File: src/rtl/input_debounce.sv
// input_debounce: synchronizes and atomically debounces the 3-bit command code for fsm.user_input
//   clk        - rising-edge clock
//   rst_n      - asynchronous active-low reset
//   raw_in     - asynchronous, possibly bouncing command lines
//   glitch_clr - synchronous clear of glitch_cnt (wins over a same-edge increment)
//   user_input - debounced command code, all bits change together
//   changed    - one-cycle strobe registered on the commit edge
//   busy       - a code differing from user_input is in flight
//   glitch_cnt - saturating count of abandoned candidates
module input_debounce #(
    parameter int DEBOUNCE_CYCLES = 4,
    parameter int CNT_W = (DEBOUNCE_CYCLES > 1) ? $clog2(DEBOUNCE_CYCLES) : 1
) (
    input  logic       clk,
    input  logic       rst_n,
    input  logic [2:0] raw_in,
    input  logic       glitch_clr,
    output logic [2:0] user_input,
    output logic       changed,
    output logic       busy,
    output logic [7:0] glitch_cnt
);
    logic [2:0]       s1, s2, cand;
    logic [CNT_W-1:0] cnt;
    logic             diff, pend, done;

    assign diff = s2 != cand;
    assign pend = cand != user_input;
    assign done = cnt == CNT_W'(DEBOUNCE_CYCLES - 1);
    assign busy = (s2 != user_input) || pend;

    always_ff @(posedge clk or negedge rst_n) begin
        if (!rst_n) begin
            s1         <= '0;
            s2         <= '0;
            cand       <= '0;
            cnt        <= '0;
            user_input <= '0;
            changed    <= 1'b0;
            glitch_cnt <= '0;
        end else begin
            s1      <= raw_in;
            s2      <= s1;
            changed <= 1'b0;
            // A new synchronized code always restarts qualification; the whole
            // vector is the candidate, so no partial code can ever commit.
            if (diff) begin
                cand <= s2;
                cnt  <= '0;
            end else if (pend) begin
                if (done) begin
                    user_input <= cand;
                    cnt        <= '0;
                    changed    <= 1'b1;
                end else begin
                    cnt <= cnt + CNT_W'(1);
                end
            end else begin
                cnt <= '0;
            end
            // Only candidates that would have changed the output count as glitches.
            if (glitch_clr)
                glitch_cnt <= '0;
            else if (diff && pend && glitch_cnt != 8'hff)
                glitch_cnt <= glitch_cnt + 8'd1;
        end
    end
endmodule

File: config.mk
export PLATFORM = sky130hd
export DESIGN_NAME = input_debounce
export DESIGN_NICKNAME = d
export VERILOG_FILES = /design/src/rtl/input_debounce.sv
export SDC_FILE = /design/constraint.sdc
export NUM_CORES = 1
export LEC_CHECK = 0
export BUFFER_PORTS_ARGS = -buffer_cell sky130_fd_sc_hd__buf_2
export CAP_MARGIN = 15
export CORE_MARGIN = 2
export CORE_UTILIZATION = 58
export DETAILED_ROUTE_END_ITERATION = 12
export GPL_ROUTABILITY_DRIVEN = 0
export PLACE_DENSITY_LB_ADDON = 0.15
export REMOVE_ABC_BUFFERS = 1
export SLEW_MARGIN = 20
export SYNTH_ARGS = -nofsm -noshare
export SYNTH_HDL_FRONTEND = slang
export SYNTH_SLANG_ARGS = --single-unit
File: constraint.sdc
create_clock -name clk -period 3.4 [get_ports clk]
set_clock_uncertainty 0.05 [all_clocks]
set_input_delay 0.51 -clock clk [delete_from_list [all_inputs] [get_ports clk]]
set_output_delay 0.51 -clock clk [all_outputs]
set_load 0.005 [all_outputs]
==> results.ini, run 1 <==
[status]
status=completed

[placement]
place.detailed.hpwl_mm=1.283
io_buffers=18

[die]
initial_core_util_pct=62.70
io_pins=19
die_area_um2=2272
rows=15
die_height_um=47.67
die_w_um=47.67
core-area_um2=1764

[setup_path]
r2r-end=glitch_cnt[5]
reg2reg_depth=4
path_class=reg -> out
cp-end-kind=output pin
r2r_setup_slack_ns=1.67
slowest_stage=dfrtp_1
worstReg2RegStart=user_input[1]
crit_path_max_incr_delay_ns=0.45
critPathMaxFanout=8
arrival_ns=1.66
start_kind=flop
cp_cell_sequence=xnor2_1 -> and3_1 -> nand4_1 -> buf_2
cp_top_family=simple AND/OR/NAND/NOR gates
cp_data_required_time_ns=2.84
path_buf_inv=1

[cells_and_area]
diodes=0
final_util_pct=69.01
mostFrequentLayoutCell=dfrtp_1
nets=119
drive_gt1_share_pct=30.00
syn2layout_area_growth_pct=10.07
mostFrequentLayoutCells=23 x dfrtp_1, 18 x buf_2, 9 x nor2_1

[sta]
period_needed_ns=2.225
final_hold_viol_count=0
final-setup-viol-count=0
rsz0062_at_grt=no
max_slew_margin_pct=67.79
clock.fmax_mhz=449.5
fin_setup_tns_ns=0
period_share_pct=65.43
slew_viol_final=0
tightest_slew_ns=0.4831

[drt]
ant_nets=0
viasPerCell=5.481
drt-initial-drc-count=12
routedWlPerCell_um=12.38
wirelength_mm=1.671
dr.pass1.iters=4
vias=740
drc=0

[synth]
ys_ff_latch=23
syn_avg_cell_area_um2=11.77
synth_warnings=0
seq_area_frac_synth_pct=52.04
synth_area_um2=1106
synth.distinct_cells=27
syn_inst=94

[power_and_ir_drop]
swShare_pct=25.21
power_frac_clock_pct=26.7
total_power_w=0.0004697
intPower_w=0.0003513
power_leakage_nw=0.5897
ir_worst_vdd_mv=0.3401
p_seq_share_pct=63.1
power_frac_comb_pct=10.2
powerDensity_nw_per_um2=385.8
power.switching_w=0.0001184

[clock_tree]
post_cts_buffers=0
cts_buffers=3
path_clk_slew_ns=0.13
cts-resized-gates=0
cts_root_buf=clkbuf_4
cts.sinks=23
clock_latency_ns=0.31
cts-htree-levels=1
clockBufferDepth=2
cts_tree=done
cts_hold_buf=0

[grt]
grt_pass1_wl_mm=2.753
grt_usage_pct=17.62
antenna_found_initial=0
grt_max_degree=24
grt_overflow=0
grt_pass1_vias=665

[worst_hold_path]
hp-class=in -> async

[flow_run]
max_cap_viol_count=0

kinds of logic (layout without fill, tap and decap cells):
kind of cell    count (synthesis)  in the layout  share of synthesized area (%)
simple gates                   38             38                          22.63
flops                          23             23                          52.04
mux                             9              9                          9.049
xor+xnor                        8              8                          6.335
buf+inv                         8             24                          4.072
compound gates                  6              6                          3.619
fa+ha+maj                       2              2                          2.262
through the flow:
stage	hold WS (ns)	worst slack, ns	cells	cell area, µm²
2_1_floorplan	0.1644	1.765	88	1069
3_5_place_dp	0.2887	1.519	131	1190
3_3_place_gp	0.2822	1.592	131	1190
6_report	0.08884	1.175	135	1217
4_1_cts	0.1064	1.156	135	1217
5_1_grt	0.1305	1.040	135	1217
worst max path at each step:
stage	startpoint	to	slack, ns	cells past startpoint
global placement	cand[2]	busy	1.59	4
finish	cand[0]	busy	1.18	4
CTS	cand[0]	busy	1.16	4
floorplan	user_input[1]	busy	1.77	3
detailed placement	cand[0]	busy	1.52	4
global route	cand[0]	busy	1.04	4
cell type report:
type                            count  area [µm²]
Inverter                            2       7.507
Fill cell                         155       546.8
Tap cell                           25       31.28
Sequential cell                    23       575.6
Clock buffer                        3       22.52
Clock inverter                      1       5.005
Timing Repair Buffer               18       90.09
Multi-Input combinational cell     63       485.5
flip-flops by register name, indices dropped and copies added, names as in the netlist:
signal and flops:
glitch_cnt 8, cand 3, s1 3, s2 3, user_input 3, cnt 2, changed 1
cell usage after synthesis:
cell      count  area, µm²
clkbuf_1      4      15.01
nand2b_1      2      12.51
a31oi_1       2      12.51
nand4_1       2      12.51
a21oi_1       1      5.000
o21ai_0       1      5.000
nand3_1       6      30.03
a311oi_1      2      17.52
inv_1         2      7.510
ha_1          2      25.02
mux2_1        5      56.30
nor3_2        1      10.01
dfrtp_1      23      575.6
nor4_1        1      6.260
and3_2        1      7.510
buf_6         2      22.52
xnor2_1       8      70.07
nor2_1        9      33.78
nor2b_1       6      37.54
mux2_2        3      33.78
nand2_1       3      11.26
mux2i_1       1      10.01
and3_4        1      11.26
nor4b_2       2      30.03
nor4_2        2      25.02
nor3_4        1      16.27
and3_1        1      6.260
power groups by stage:
stage / Sequential (W) / Combinational [W] / Clock [W]
global placement: 0.000301 / 0.0000481 / 0
detailed placement: 0.000302 / 0.0000492 / 0
global route: 0.000299 / 0.0000551 / 0.000140
finish: 0.000296 / 0.0000479 / 0.000125
CTS: 0.000297 / 0.0000491 / 0.000131
floorplan: 0.000300 / 0.0000291 / 0
layer usage:
metal,up-vias,wire length [µm],global-route usage (%)
li1,358,-,-
met1,364,788,24.57
met2,16,800,27.30
met3,2,75,4.528
met4,0,6,5.405
met5,-,0,0
worst reg2reg max path, stage by stage (launching register included):
cell and delay [ns]:
dfrtp_1 0.44, xnor2_1 0.16, and3_1 0.31, nor4b_2 0.34, mux2_1 0.35
Power figures use the tool's default switching activity.
==> run 2: changes to the inputs <==
CORE_UTILIZATION = 54   (was 58)
clock period = 2.15 ns   (was 3.4 ns; I/O delays follow)
==> run 2 against run 1 <==
First-iteration DRC count unchanged. Final cell count increased by 2.2%. Count of clock-buffer cells in the layout unchanged. Combinational power increased by 65%. Worst setup slack got worse by 0.95 ns. Global-route usage increased by 0.22 points. Highest routed layer unchanged. Flip-flop and latch count unchanged.
==> results.ini, run 2 (synthesis results as in run 1) <==
[cells_and_area]
diodes=0  ; unchanged
fill_cells=157  ; was 155
mostFrequentLayoutCells=23 x dfrtp_1, 18 x buf_2, 9 x nor2_1  ; unchanged
largest_reg_flops=8  ; unchanged
drive_gt1_share_pct=30.63  ; was 30.00%
syn2layout_area_growth_pct=11.31  ; was 10.07%
mostFrequentLayoutCell=dfrtp_1  ; unchanged
largest_register=glitch_cnt  ; unchanged
nets=120  ; was 119
instances_no_fill=138  ; was 135

[grt]
grt_pass1_vias=734  ; was 665
grt_pass1_wl_mm=3.243  ; was 2.753 mm
grt_max_degree=24  ; unchanged
grt_overflow=0  ; unchanged
grt_usage_pct=17.85  ; was 17.62%
antenna_found_initial=0  ; unchanged

[drt]
drt-initial-drc-count=12  ; unchanged
vias=738  ; was 740
drc=0  ; unchanged
routedWlPerCell_um=13.15  ; was 12.38 µm
viasPerCell=5.348  ; was 5.481
dr.pass1.iters=4  ; unchanged
wirelength_mm=1.815  ; was 1.671 mm
ant_nets=0  ; unchanged

[setup_path]
cp_data_required_time_ns=1.78  ; was 2.84 ns
reg2reg_depth=4  ; unchanged
arrival_ns=1.55  ; was 1.66 ns
path_class=reg -> out  ; unchanged
critPathMaxFanout=8  ; unchanged
start_kind=flop  ; unchanged
cp-end-kind=output pin  ; unchanged

[die]
io_pins=19  ; unchanged
core-area_um2=1942  ; was 1764 µm²
die_w_um=49.26  ; was 47.67 µm
die_area_um2=2426  ; was 2272 µm²
initial_core_util_pct=56.96  ; was 62.70%
rows=16  ; was 15
die_height_um=49.26  ; was 47.67 µm

[sta]
clock.fmax_mhz=520.9
tightest_slew_ns=0.5028  ; was 0.4831 ns
period_needed_ns=1.920
rsz0062_at_grt=no  ; unchanged
setup_slack_ns=0.2302  ; was 1.175 ns
max_slew_margin_pct=66.48  ; was 67.79%
final_hold_viol_count=0  ; unchanged
period_share_pct=89.29
slew_viol_final=0  ; unchanged
final-setup-viol-count=0  ; unchanged
fin_setup_tns_ns=0  ; unchanged

[flow_run]
max_cap_viol_count=0  ; unchanged

[clock_tree]
cts_buffers=3  ; unchanged
path_clk_slew_ns=0.12  ; was 0.13 ns
cts_root_buf=clkbuf_4  ; unchanged
clock_latency_ns=0.30  ; was 0.31 ns
clockBufferDepth=2  ; unchanged
cts.sinks=23  ; unchanged
cts-htree-levels=1  ; unchanged
post_cts_buffers=0  ; unchanged
cts_tree=done  ; unchanged

[placement]
io_buffers=18  ; unchanged
pre_cts_ws_ns=0.4329  ; was 1.519 ns
place.detailed.hpwl_mm=1.317  ; was 1.283 mm
placedCellCount=133  ; was 131

[worst_hold_path]
hp-class=in -> reg  ; was in -> async
holdPathStages=1

[power_and_ir_drop]
power_leakage_nw=0.5935  ; was 0.5897 nW
ir_worst_vdd_mv=0.4750  ; was 0.3401 mV
powerDensity_nw_per_um2=603.9  ; was 385.8 nW/µm²

[status]
status=completed  ; unchanged

run 2: final cells by class:
type	count	area [µm²]	area share, %
multi-input combinational	63	486.7	39.53
sequential	23	575.6	46.75
inverter	2	7.507	0.6098
tap	27	33.78	2.744
timing repair buffer	19	100.1	8.130
clock inverter	1	5.005	0.4065
clock buffer	3	22.52	1.829
run 2: worst paths after layout:
kind                                from            end  slack (ns)
setup / recovery                 cand[0]           busy        0.23
hold / removal                 raw_in[1]          s1[1]        0.06
setup reg to reg           user_input[1]  glitch_cnt[5]        0.46
hold reg to reg                    s1[0]          s2[0]        0.31
max in group asynchronous          rst_n  user_input[2]        1.24
min in group asynchronous          rst_n  glitch_cnt[5]        0.48
run 2: per-stage QoR:
stage	power, W	cell area [µm²]	utilization, %	hold WS (ns)
finish	0.0007435	1231	63.40	0.06088
floorplan	0.0005207	1069	-	-0.02309
detailed placement	0.0005564	1192	61.40	0.2730
global placement	0.0005517	1192	61.40	0.2656
global route	0.0007832	1231	63.40	0.03706
CTS	0.0007543	1230	63.34	0.05069
run 2: critical path, cell delays in order (launching register included):
cell,delay [ns]
dfrtp_1,0.45
xnor2_1,0.22
and3_2,0.34
nand4_1,0.10
buf_2,0.14
run 2: metal layers:
| layer | vias to the layer above | GRT usage (%) | part of all wire, % |
|---|---|---|---|
| met4 | 0 | 7.143 | 1.2 |
| met3 | 2 | 3.988 | 3.8 |
| met5 | - | 0 | 0 |
| li1 | 358 | - | - |
| met2 | 19 | 30.86 | 50 |
| met1 | 359 | 21.38 | 45 |
run 2: power breakdown:
part           internal (W)  total (W)  switching [W]  leakage [nW]
clock             0.0000694   0.000196       0.000127        0.0177
sequential         0.000451   0.000468      0.0000175         0.298
combinational     0.0000368  0.0000789      0.0000420         0.278
run 2: repair_timing:
action,CTS,global route
endpoints found under the hold margin,23,0
setup endpoints to repair,0,1
hold buffers,1,0
resized for setup,0,1
==> run 3: changes to the inputs <==
CELL_PAD_IN_SITES_DETAIL_PLACEMENT = 0   (was not set)
CELL_PAD_IN_SITES_GLOBAL_PLACEMENT = 1   (was not set)
CORE_UTILIZATION = 43   (was 54)
==> run 3 against run 2 <==
Wire length increased by 5.3%. Via count is 1.2% higher. Count of clock-buffer cells in the layout unchanged. Critical path type unchanged. Critical endpoint unchanged. Largest cell class unchanged. Highest routed layer unchanged.
==> results.ini, run 3 (synthesis results as in run 1) <==
[status]
status=completed  ; unchanged

[clock_tree]
post_cts_buffers=0  ; unchanged
cts-htree-levels=1  ; unchanged
cts.sinks=23  ; unchanged
path_clk_slew_ns=0.13  ; was 0.12 ns
cts_root_buf=clkbuf_4  ; unchanged
clock_latency_ns=0.31  ; was 0.30 ns
cts_tree=done  ; unchanged
clockBufferDepth=2  ; unchanged
cts_buffers=3  ; unchanged

[power_and_ir_drop]
powerDensity_nw_per_um2=611.2  ; was 603.9 nW/µm²
power_frac_clock_pct=27.7  ; was 26.4%
power_frac_comb_pct=10.4  ; was 10.6%
ir_worst_vdd_mv=0.5694  ; was 0.4750 mV
swShare_pct=26.14  ; was 25.11%
power.switching_w=0.0001977  ; was 0.0001867 W
intPower_w=0.0005586  ; was 0.0005568 W
p_seq_share_pct=61.9  ; was 63.0%
power_leakage_nw=0.5897  ; was 0.5935 nW

[cells_and_area]
diodes=0  ; unchanged
fill_cells=234  ; was 157
mostFrequentLayoutCell=dfrtp_1  ; unchanged
area.sequential_um2=575.6  ; unchanged
nets=120  ; unchanged
largest_reg_flops=8  ; unchanged
multiInputGateArea_um2=486.7  ; unchanged
largest_register=glitch_cnt  ; unchanged
drive_gt1_share_pct=30.63  ; unchanged
mostFrequentLayoutCells=23 x dfrtp_1, 18 x buf_2, 9 x nor2_1  ; unchanged
syn2layout_area_growth_pct=11.88  ; was 11.31%

[grt]
grt_overflow=0  ; unchanged
grt_max_degree=24  ; unchanged
grt_usage_pct=15.22  ; was 17.85%
grt_pass1_wl_mm=3.070  ; was 3.243 mm
antenna_found_initial=0  ; unchanged
grt_pass1_vias=676  ; was 734

[setup_path]
critPathMaxFanout=8  ; unchanged
path_class=reg -> out  ; unchanged
arrival_ns=1.55  ; about the same
crit_path_max_incr_delay_ns=0.44  ; was 0.45 ns
cp-end-kind=output pin  ; unchanged
start_kind=flop  ; unchanged
cp_cell_sequence=xnor2_1 -> and3_2 -> nand4_1 -> buf_2  ; unchanged
slowest_stage=dfrtp_1  ; unchanged
cp_data_required_time_ns=1.78  ; about the same

[drt]
ant_nets=0  ; unchanged
routed.top_layer=met4  ; unchanged
dr_wl_met2_um=887  ; was 904 µm
dr.pass1.iters=4  ; unchanged
drc=0  ; unchanged
drt-met1-wl_um=916  ; was 819 µm
viasPerCell=5.298  ; was 5.348
routedWlPerCell_um=13.56  ; was 13.15 µm
vias=747  ; was 738
wirelength_mm=1.912  ; was 1.815 mm
met3WireLength_um=78  ; was 69 µm
drt-initial-drc-count=8  ; was 12

[sta]
fin_setup_tns_ns=0  ; unchanged
slew_viol_final=0  ; unchanged
rsz0062_at_grt=no  ; unchanged
worst_hold_slack_ns=0.04901  ; was 0.06088 ns
period_share_pct=89.53  ; was 89.29%
period_needed_ns=1.925  ; was 1.920 ns
final_hold_viol_count=0  ; unchanged
final-setup-viol-count=0  ; unchanged
tightest_slew_ns=0.5125  ; was 0.5028 ns
max_slew_margin_pct=65.83  ; was 66.48%
clock.fmax_mhz=519.5  ; was 520.9 MHz

[die]
io_pins=19  ; unchanged
rows=18  ; was 16
die_area_um2=2994  ; was 2426 µm²
die_w_um=54.72  ; was 49.26 µm
core-area_um2=2455  ; was 1942 µm²
initial_core_util_pct=45.06  ; was 56.96%
die_height_um=54.72  ; was 49.26 µm

[worst_hold_path]
hp-class=in -> reg  ; unchanged

[placement]
place.detailed.hpwl_mm=1.412  ; was 1.317 mm
io_buffers=18  ; unchanged

[flow_run]
max_cap_viol_count=0  ; unchanged

==> run 3: cell count changes in the layout (fill, tap and decap cells not counted), sizes merged <==
cell | previous run | this run
clkinv | 1 | 0
clkinvlp | 0 | 1
==> run 3: metal layers <==
metal,track usage [%],vias to the layer above
met5,0,-
met4,6.250,0
met3,5.738,5
met2,23.61,14
met1,18.89,367
li1,-,361
==> run 3: cell type report <==
type / instances / area share (%)
inverters: 2 / 0.6067
flip-flops and latches: 23 / 46.51
clock inverters: 1 / 0.6067
multi-input cells: 63 / 39.33
repair buffers: 19 / 8.089
well taps: 30 / 3.033
clock buffers: 3 / 1.820
==> run 3: timing repair <==
action	in CTS	in global routing
setup endpoints to repair	0	1
hold endpoints to repair	23	0
resized for setup	0	1
hold buffers	1	0
==> run 3: through the flow <==
stage / power, W / std cells / utilization, % / setup WS, ns / instance area (µm²)
final: 0.0007563 / 141 / 50.41 / 0.2251 / 1237
after global placement: 0.0005535 / 136 / 48.73 / 0.4378 / 1196
after floorplan: 0.0005207 / 88 / - / 0.5454 / 1069
after CTS: 0.0007707 / 141 / 50.36 / 0.08970 / 1236
after global routing: 0.0008054 / 141 / 50.41 / 0.1037 / 1237
after detailed placement: 0.0005566 / 136 / 48.73 / 0.4014 / 1196
==> run 3: power groups by stage <==
stage	logic, W	clock network [W]	registers, W
after floorplan	0.0000460	0	0.000475
after global placement	0.0000774	0	0.000476
after detailed placement	0.0000799	0	0.000477
after CTS	0.0000813	0.000221	0.000468
after global routing	0.0000910	0.000242	0.000472
final	0.0000790	0.000209	0.000468
==> run 3: worst paths after layout <==
check,startpoint,end,slack (ns),cells after the start
min reg2reg,s1[2],s2[2],0.32,0
max reg2reg,user_input[1],glitch_cnt[3],0.44,4
min,raw_in[0],s1[0],0.05,1
max in group asynchronous,rst_n,s1[2],1.26,2
min in group asynchronous,rst_n,glitch_cnt[5],0.44,2
max,cand[0],busy,0.23,4
==> run 3: critical path, delay by kind of cell, from the launching register on <==
kind	cells	cell delay [ns]
flops	1	0.44
buf+inv	1	0.14
simple gates	2	0.44
xor+xnor	1	0.21
